[config.mk]
export PLATFORM = sky130hd
export DESIGN_NAME = eth_tx_arb
export DESIGN_NICKNAME = d
export VERILOG_FILES = /design/src/rtl/eth_tx_arb.sv
export SDC_FILE = /design/constraint.sdc
export NUM_CORES = 1
export LEC_CHECK = 0
export CAP_MARGIN = 20
export CORE_MARGIN = 1
export CORE_UTILIZATION = 46
export DETAILED_ROUTE_END_ITERATION = 6
export GPL_TIMING_DRIVEN = 0
export PLACE_DENSITY = 0.77
export SYNTH_ARGS = -nofsm -noshare
export SYNTH_HDL_FRONTEND = slang
export SYNTH_SLANG_ARGS = --single-unit
[constraint.sdc]
create_clock -name Clk -period 2.4 [get_ports Clk]
set_input_delay 0.24 -clock Clk [delete_from_list [all_inputs] [get_ports Clk]]
set_output_delay 0.24 -clock Clk [all_outputs]
set_load 0.05 [all_outputs]
[src/rtl/eth_tx_arb.sv]
// Packet-granular round-robin arbiter in front of eth_tx: grants one byte-stream
// source per packet, forwards its bytes with one registered stage, then waits out TX and IFG.
module eth_tx_arb #(
  parameter int pNum_Req       = 3,
  parameter int pIfg_Cycles    = 48,
  parameter int pStart_Timeout = 64,
  parameter int pTxen_Wait     = 16
) (
  input  logic                   Clk,
  input  logic                   Rst,
  input  logic [pNum_Req-1:0]    Req,
  output logic [pNum_Req-1:0]    Gnt,
  input  logic [10*pNum_Req-1:0] Eth_Byte_In,
  input  logic [pNum_Req-1:0]    Eth_Byte_Valid_In,
  input  logic                   Tx_En,
  output logic [9:0]             Eth_Byte_Out,
  output logic                   Eth_Byte_Valid_Out,
  output logic [2:0]             Gnt_Idx,
  output logic                   Busy,
  output logic                   Err_Timeout,
  output logic                   Err_Gap,
  output logic [15:0]            Pkt_Cnt
);

  typedef enum logic [2:0] {
    S_IDLE,
    S_GRANT,
    S_XFER,
    S_DRAIN,
    S_IFG
  } state_e;

  state_e              state_q, state_d;
  logic [2:0]          ptr_q, ptr_d;
  logic [2:0]          gnt_idx_q, gnt_idx_d;
  logic [pNum_Req-1:0] gnt_q, gnt_d;
  logic [9:0]          byte_q, byte_d;
  logic                valid_q, valid_d;
  logic                err_tmo_q, err_tmo_d;
  logic                err_gap_q, err_gap_d;
  logic [15:0]         pkt_cnt_q, pkt_cnt_d;
  logic [15:0]         cnt_q, cnt_d;
  logic                seen_q, seen_d;

  logic [9:0]          sel_byte;
  logic                sel_valid;
  logic                sel_req;
  logic                hi_found, lo_found, win_found;
  logic [2:0]          hi_idx, lo_idx, win_idx;
  logic [pNum_Req-1:0] win_onehot;

  always_comb begin
    sel_byte  = '0;
    sel_valid = 1'b0;
    sel_req   = 1'b0;
    for (int unsigned i = 0; i < pNum_Req; i++) begin
      if (gnt_idx_q == 3'(i)) begin
        sel_byte  = Eth_Byte_In[10*i +: 10];
        sel_valid = Eth_Byte_Valid_In[i];
        sel_req   = Req[i];
      end
    end
  end

  // Two priority searches replace the modulo walk: lowest request at/above
  // the pointer, else the lowest request overall (the wrapped case).
  always_comb begin
    hi_found = 1'b0;
    lo_found = 1'b0;
    hi_idx   = '0;
    lo_idx   = '0;
    for (int j = pNum_Req - 1; j >= 0; j--) begin
      if (Req[j]) begin
        if (3'(j) >= ptr_q) begin
          hi_found = 1'b1;
          hi_idx   = 3'(j);
        end
        lo_found = 1'b1;
        lo_idx   = 3'(j);
      end
    end
    win_found = hi_found | lo_found;
    win_idx   = hi_found ? hi_idx : lo_idx;
    for (int unsigned i = 0; i < pNum_Req; i++) begin
      win_onehot[i] = (win_idx == 3'(i));
    end
  end

  always_comb begin
    state_d   = state_q;
    ptr_d     = ptr_q;
    gnt_idx_d = gnt_idx_q;
    gnt_d     = gnt_q;
    byte_d    = byte_q;
    valid_d   = 1'b0;
    err_tmo_d = 1'b0;
    err_gap_d = 1'b0;
    pkt_cnt_d = pkt_cnt_q;
    cnt_d     = cnt_q;
    seen_d    = seen_q;
    case (state_q)
      S_IDLE: begin
        if (win_found && !Tx_En) begin
          state_d   = S_GRANT;
          gnt_idx_d = win_idx;
          gnt_d     = win_onehot;
          ptr_d     = (win_idx == 3'(pNum_Req - 1)) ? 3'd0 : win_idx + 3'd1;
          cnt_d     = '0;
        end
      end
      S_GRANT: begin
        if (sel_valid && sel_byte[9]) begin
          byte_d  = sel_byte;
          valid_d = 1'b1;
          if (sel_byte[8]) begin
            pkt_cnt_d = pkt_cnt_q + 16'd1;
            gnt_d     = '0;
            state_d   = S_DRAIN;
            cnt_d     = '0;
            seen_d    = 1'b0;
          end else begin
            state_d = S_XFER;
          end
        end else if (!sel_req) begin
          gnt_d   = '0;
          state_d = S_IDLE;
        end else if (cnt_q + 16'd1 == 16'(pStart_Timeout)) begin
          err_tmo_d = 1'b1;
          gnt_d     = '0;
          state_d   = S_IDLE;
        end else begin
          cnt_d = cnt_q + 16'd1;
        end
      end
      S_XFER: begin
        gnt_d = gnt_q;
        if (sel_valid) begin
          byte_d  = sel_byte;
          valid_d = 1'b1;
          if (sel_byte[8]) begin
            pkt_cnt_d = pkt_cnt_q + 16'd1;
            gnt_d     = '0;
            state_d   = S_DRAIN;
            cnt_d     = '0;
            seen_d    = 1'b0;
          end
        end else begin
          err_gap_d = 1'b1;
          gnt_d     = '0;
          state_d   = S_DRAIN;
          cnt_d     = '0;
          seen_d    = 1'b0;
        end
      end
      S_DRAIN: begin
        if (!seen_q) begin
          if (Tx_En) begin
            seen_d = 1'b1;
          end else if (cnt_q == 16'(pTxen_Wait)) begin
            state_d = S_IFG;
            cnt_d   = '0;
          end else begin
            cnt_d = cnt_q + 16'd1;
          end
        end else if (!Tx_En) begin
          state_d = S_IFG;
          cnt_d   = '0;
        end
      end
      S_IFG: begin
        if (Tx_En) begin
          cnt_d = '0;
        end else if (cnt_q + 16'd1 == 16'(pIfg_Cycles)) begin
          state_d = S_IDLE;
          cnt_d   = '0;
        end else begin
          cnt_d = cnt_q + 16'd1;
        end
      end
      default: begin
        state_d = S_IDLE;
        gnt_d   = '0;
      end
    endcase
  end

  always_ff @(posedge Clk) begin
    if (Rst) begin
      state_q   <= S_IDLE;
      ptr_q     <= '0;
      gnt_idx_q <= '0;
      gnt_q     <= '0;
      byte_q    <= '0;
      valid_q   <= 1'b0;
      err_tmo_q <= 1'b0;
      err_gap_q <= 1'b0;
      pkt_cnt_q <= '0;
      cnt_q     <= '0;
      seen_q    <= 1'b0;
    end else begin
      state_q   <= state_d;
      ptr_q     <= ptr_d;
      gnt_idx_q <= gnt_idx_d;
      gnt_q     <= gnt_d;
      byte_q    <= byte_d;
      valid_q   <= valid_d;
      err_tmo_q <= err_tmo_d;
      err_gap_q <= err_gap_d;
      pkt_cnt_q <= pkt_cnt_d;
      cnt_q     <= cnt_d;
      seen_q    <= seen_d;
    end
  end

  assign Gnt                = gnt_q;
  assign Eth_Byte_Out       = byte_q;
  assign Eth_Byte_Valid_Out = valid_q;
  assign Gnt_Idx            = gnt_idx_q;
  assign Busy               = (state_q != S_IDLE);
  assign Err_Timeout        = err_tmo_q;
  assign Err_Gap            = err_gap_q;
  assign Pkt_Cnt            = pkt_cnt_q;

endmodule

Yosys cells after proc, flatten, opt, wreduce, memory -nomap -nowiden
Index checks and enable logic that the tools add are counted.
{"block": "totals", "regBits": 58, "in_bits": 39, "out_inout_bits": 36, "elab_cells": 142}
{"block": "classes", "add_sub_neg": 3, "n_lt_le_gt_ge": 3, "n_eq_ne": 22, "muxes": 79, "bitwise": 5, "n_reduce_logical": 19}
{"cell": "$mux W16", "n": 15}
{"cell": "$pmux W16 S5", "n": 1}
{"cell": "$mux W3", "n": 24}
{"cell": "$mux W10", "n": 5}
{"cell": "$add A16 B1 Y16 const B", "n": 2}
{"cell": "$pmux W16 S2", "n": 1}
{"cell": "$mux W1", "n": 25}
{"cell": "$pmux W10 S2", "n": 1}
{"cell": "$eq A16 B5 Y1 const B", "n": 1}
{"cell": "$eq A16 B6 Y1 const B", "n": 1}
{"cell": "$eq A16 B7 Y1 const B", "n": 1}
{"cell": "$pmux W3 S5", "n": 1}
{"cell": "$eq A3 B2 Y1 const B", "n": 4}
{"cell": "$ne A2 B2 Y1 const B", "n": 6}
{"cell": "$ne A3 B3 Y1 const B", "n": 4}
{"cell": "$pmux W3 S4", "n": 1}
{"cell": "$eq A3 B1 Y1 const B", "n": 3}
{"cell": "$logic_not A3 Y1", "n": 3}
{"cell": "$reduce_and A7 Y1", "n": 1}
{"cell": "$ge A1 B3 Y1 const A", "n": 2}
{"cell": "$mux W2", "n": 3}
{"cell": "$reduce_and A3 Y1", "n": 2}
{"cell": "$reduce_bool A3 Y1", "n": 2}
{"cell": "$reduce_and A5 Y1", "n": 1}
{"cell": "other kinds (15)", "n": 21}

Depth between registers and ports, before layout
{"block": "logic_depth", "depth_word": 11, "mapped_depth": 11, "ltp_nobuf": 9}

Worst setup path after synthesis
Ideal clock, no wire load.
{"block": "synth_path", "path_kind": "register to register", "from": "register gnt_idx_q[0] (netlist: Gnt_Idx[0])", "to": "register cnt_q[6]", "setup_ns": 0.120, "t_arrival_ns": 2.517, "required_ns": 2.280, "slack_ns": -0.237, "stages_incl_launch_ff": 11, "path_buffers": 2, "synth_period_minus_slack_ns": 2.637, "cell_sequence": "dfxtp_1 buf_2 mux2i_1 a2bb2oi_1 nor2_1 nor3_1 a41oi_2 o211ai_2 buf_6 nor3_1 a211o_1"}
{"block": "synth_between", "elab_chain_len": 7, "elab_cells_between_ends": 20, "cone_classes": "eq/ne (4); mux (13); reduce/logical (3)"}
{"item": "from (decl)", "line": "35", "text": "logic [2:0] gnt_idx_q, gnt_idx_d;"}
{"item": "from (signal assigned)", "line": "203", "text": "gnt_idx_q <= gnt_idx_d;"}
{"item": "$logic_not A3 Y1", "line": "57", "text": "if (gnt_idx_q == 3'(i)) begin"}
{"item": "$mux W10 or $mux W1 (tied branches) (3 in series)", "line": "57"}
{"item": "$mux W16 or $logic_and A1 B1 Y1 (tied branches)"}
{"item": "$mux W16 (tied with other cells)", "line": "137", "text": "if (sel_valid) begin"}
{"item": "$pmux W16 S5 or $reduce_and A5 Y1 (tied branches)"}
{"item": "to (signal assigned)", "line": "210", "text": "cnt_q <= cnt_d;"}
{"item": "to (decl)", "line": "42", "text": "logic [15:0] cnt_q, cnt_d;"}
Several ways; a longest one is shown, not always the timed one.
A chain may end at the register's enable or synchronous reset.

Final worst setup path
{"block": "layout_path", "from": "register cnt_q[4]", "to": "register cnt_q[6]"}
{"block": "layout_between", "elab_chain_len": 5, "elab_cells_between_ends": 15, "cone_classes": "add/sub (1); eq/ne (4); mux (9); reduce/logical (1)"}
{"item": "$add A16 B1 Y16 or $eq A16 B5 Y1 (tied branches)"}
{"item": "$eq A16 B6 Y1 (tied with other cells)", "line": "173", "text": "end else if (cnt_q + 16'd1 == 16'(pIfg_Cycles)) begin"}
{"item": "$mux W16 (on tied branches)", "line": "173, 124, 157"}
{"item": "$mux W16 (on tied branches)", "line": "171, 112, 156"}
{"item": "$pmux W16 S5", "line": "101", "text": "case (state_q)"}
Several ways; a longest one is shown, not always the timed one. The select of a mux whose other input is x is not followed.

==> Flow_metrics.wiki <==
{| class="wikitable"
! Metric !! Value
|-
| Final Util || 71.8%
|-
| Most frequent standard cell in the layout excluding fill and tap cells || sky130_fd_sc_hd__clkdlybuf4s50_1
|-
| Total placed cells including tap cells || 591
|-
| Number of antenna violations at the first check in global routing || 0
|-
| Min setup slack post-route || -0.352 ns
|-
| Share of the clock period used by the worst path || 115%
|-
| Path type of the worst setup path || reg2reg
|-
| First-pass GRT wire length || 16.1 mm
|-
| Net count of the mapped netlist || 465
|-
| Result of the run || finished with violations
|-
| Area after detailed placement || 4220 um2
|-
| Crit end category || flop
|-
| Yosys warnings || 0
|-
| VDD IR max || 0.363 mV
|-
| Post-layout power || 3.27 mW
|-
| CP Max Fanout || 7
|-
| Vias after detailed routing || 3742
|-
| Violated checks || setup timing
|-
| Combined area of all synthesized cells || 3350 um2
|-
| Number of buffers added by the clock tree synthesis step || 9
|-
| Leading register cell type out of synthesis || sky130_fd_sc_hd__dfxtp_1
|-
| Reg-to-Reg End || cnt_q[6]
|-
| # port buffers || 72
|-
| Static Leak || between 1.5 and 2 nW
|-
| Number of design-rule violations left by the first detailed-router iteration || 240
|-
| Setup repair after global routing missed its margin || yes
|-
| Required time reported for the critical path endpoint || 2.62 ns
|-
| Worst path arrival time || a little under 3 ns
|-
| Clock transition at path regs || 0.06 ns
|-
| Library cell occupying the most area in the post-synthesis netlist || sky130_fd_sc_hd__dfxtp_1
|-
| Total Nets Final || 576
|-
| Area enclosed by the die boundary || 7630 um2
|-
| Max Clk Rate || 0.363 GHz
|-
| Min-Delay Endpoint || Eth_Byte_Valid_Out
|-
| Number of hold buffers added after CTS || 0
|-
| Avg Inst Size Synth || just under 8 um2
|-
| Ratio of cells with drive above 1 in the final layout || 22.3%
|-
| Startpoint of the lowest-slack register-to-register path || cnt_q[4]
|-
| Total half-perimeter wirelength after legalization and detailed placement || 6.44 mm
|-
| Diode count || 0
|-
| Shortest clock period the worst path allows after layout || 2.75 ns
|-
| Clock Tree Root || sky130_fd_sc_hd__clkbuf_8
|-
| Hold Crit Depth || 2
|-
| Max-cap viol count || 0
|-
| Routed len/inst || 16.8 um
|-
| Total wire length after detailed routing || around 11 mm
|-
| I/O pin count || between 70 and 80
|-
| Final weighted congestion of routability-driven global placement || 0.915
|-
| Startpoint of the lowest-slack hold path || Rst
|-
| Slack of the worst reg-to-reg path || -0.35 ns
|-
| #FFs+latches synth || 57
|-
| Async S/R FF share, synth || 0%
|-
| Share of the synthesized area in the top cell type || between 30% and 40%
|-
| Cells taking the most area after synthesis || sky130_fd_sc_hd__dfxtp_1, sky130_fd_sc_hd__nor2_1, sky130_fd_sc_hd__nand2_1, sky130_fd_sc_hd__a21oi_1, sky130_fd_sc_hd__mux2i_1
|-
| DRC violation count after routing || 0
|-
| Die outline height || 87.4 um
|-
| Proportion of synthesized chip area in sequential cells || 34.0%
|-
| Slew @ Worst Pin || 0.557 ns
|-
| Number of max-slew violations in the final report || 0
|-
| Final setup violation count || 26
|-
| Largest net degree at the start of global routing || 11
|-
| Multi-input gate area in the final layout || ~2300 um2
|-
| Non-Filler Instances || ~630
|-
| Aggregate global-route resource usage || 27.4%
|-
| Setup_tns || -5.00 ns
|-
| Clock latency reported for the late side of the worst-skew pair || 0.33 ns
|-
| Power density over cell area || roughly 660 nW/um2
|-
| Number of enable flip-flop cells after synthesis || 0
|-
| Number of library cell types mapped by synthesis || 61
|-
| Most frequent cells in the layout || sky130_fd_sc_hd__clkdlybuf4s50_1, sky130_fd_sc_hd__dfxtp_1, sky130_fd_sc_hd__nor2_1
|-
| Clock Sinks || 57
|-
| Core area || ~7000 um2
|-
| Router iterations before antenna repair || 5
|-
| Max transition margin || 62.9%
|-
| Area growth from synthesis to layout || 47.9%
|-
| Clock skew || 0.00476 ns
|-
| Hold Path Class || in2reg
|-
| Max Buffers Root-to-Sink || 2
|-
| Fill cell total of the finished layout || around 520
|-
| Category of the worst setup path launch point || flop
|-
| Count of H-tree levels built during CTS || 3
|-
| Clock tree from TritonCTS || done
|-
| Total congestion overflow after global routing || 0
|-
| Via count of the first global-routing pass || 3406
|-
| Antenna violation net count after detailed routing || 0
|-
| Post-layout instance area || 4960 um2
|-
| Starting Density || 48.5%
|-
| Die extent in x || approximately 87 um
|-
| Final count of hold timing violations || 0
|-
| Worst reg-to-reg path cell count || 9
|-
| Average vias per placed instance || between 5 and 6
|-
| Synth Instances || approximately 420
|-
| Sequential cell area || 1150 um2
|-
| Total number of placement rows || 30
|}
## stage by stage
stage	hold WS [ns]	worst slack, ns
6_report	0.399	-0.352
5_1_grt	0.473	-0.404
4_1_cts	0.371	-0.153
3_5_place_dp	0.470	-0.576
3_3_place_gp	0.467	-0.551
2_1_floorplan	0.427	0.0146
## state kept, by name, indices dropped and copies added, names as in the netlist
| signal | count |
|---|---|
| Err_Gap | 1 |
| Err_Timeout | 1 |
| Eth_Byte_Out | 10 |
| Eth_Byte_Valid_Out | 1 |
| Gnt | 3 |
| Gnt_Idx | 2 |
| Pkt_Cnt | 16 |
| cnt_q | 16 |
| ptr_q | 3 |
| seen_q | 1 |
| state_q | 3 |
## where the power goes
| part | total [mW] | internal, mW | switching [mW] |
|---|---|---|---|
| Clock | 0.902 | 0.527 | 0.374 |
| Combinational | 1.29 | 0.482 | 0.807 |
| Sequential | 1.08 | 1.03 | 0.0492 |
| Total | 3.27 | 2.04 | 1.23 |
## cells in the mapped netlist (all sizes together), types with 5 or more instances
cell,count
dfxtp,57
nor2,52
nand2,46
a21oi,27
o21ai,23
buf,18
inv,16
nand3,16
nor3,16
a211oi,13
mux2i,13
clkbuf,12
xor2,11
and3,9
nand4,8
xnor2,7
a211o,6
and4,6
or3,6
nor3b,5
nor4,5
## worst max-delay path by stage
stage	from	to	slack [ns]	cells after the start
2_1_floorplan	cnt_q[1]	cnt_q[6]	0.01	10
5_1_grt	cnt_q[4]	cnt_q[6]	-0.40	9
3_3_place_gp	Eth_Byte_Valid_In[1]	cnt_q[2]	-0.55	10
4_1_cts	cnt_q[0]	cnt_q[6]	-0.15	12
6_report	cnt_q[4]	cnt_q[6]	-0.35	9
3_5_place_dp	Eth_Byte_Valid_In[1]	cnt_q[2]	-0.58	10
## per-layer routing
| metal | global-route usage [%] | vias to the layer above | wire [um] |
|---|---|---|---|
| met3 | 7.11 | 40 | 788 |
| li1 | - | 1747 | - |
| met1 | 31.3 | 1770 | 4160 |
| met4 | 14.0 | 0 | 337 |
| met5 | 0 | - | 0 |
| met2 | 47.0 | 185 | 5380 |
## critical path, stage by stage (launching register included)
cell and delay (ns):
sky130_fd_sc_hd__dfxtp_2 0.40, sky130_fd_sc_hd__clkinvlp_4 0.22, sky130_fd_sc_hd__nor4_1 0.52, sky130_fd_sc_hd__nand2_1 0.09, sky130_fd_sc_hd__o21ai_0 0.35, sky130_fd_sc_hd__o311ai_2 0.28
sky130_fd_sc_hd__o211ai_4 0.30, sky130_fd_sc_hd__buf_6 0.17, sky130_fd_sc_hd__nor3_2 0.04, sky130_fd_sc_hd__a211o_1 0.27
## cells by family after synthesis
logic type,share of synthesized area (%)
AOI/OAI and AO/OA,21.8
xor gates and xnor gates,4.70
adders and majority gates,1.12
buffers and inverters,6.79
DFF,34.0
muxes,3.88
other,0.112
and+or+nand+nor,27.5
## area by class of cell
class / instances / area share (%)
Sequential cell: 57 / 23.2
Inverter: 16 / 1.29
Multi-Input combinational cell: 320 / 45.5
Clock inverter: 3 / 0.808
Clock buffer: 12 / 3.13
Timing Repair Buffer: 100 / 19.7
Tap cell: 96 / 2.42
Buffer: 30 / 4.01
## what timing repair did
item | 4_1_cts | 5_1_grt
cloned | 2 | 0
pin swaps | 22 | 7
resized for setup | 58 | 19
setup buffers | 20 | 6
endpoints found under the setup margin | 34 | 37
Note: power is estimated with default switching activity, not from simulation.
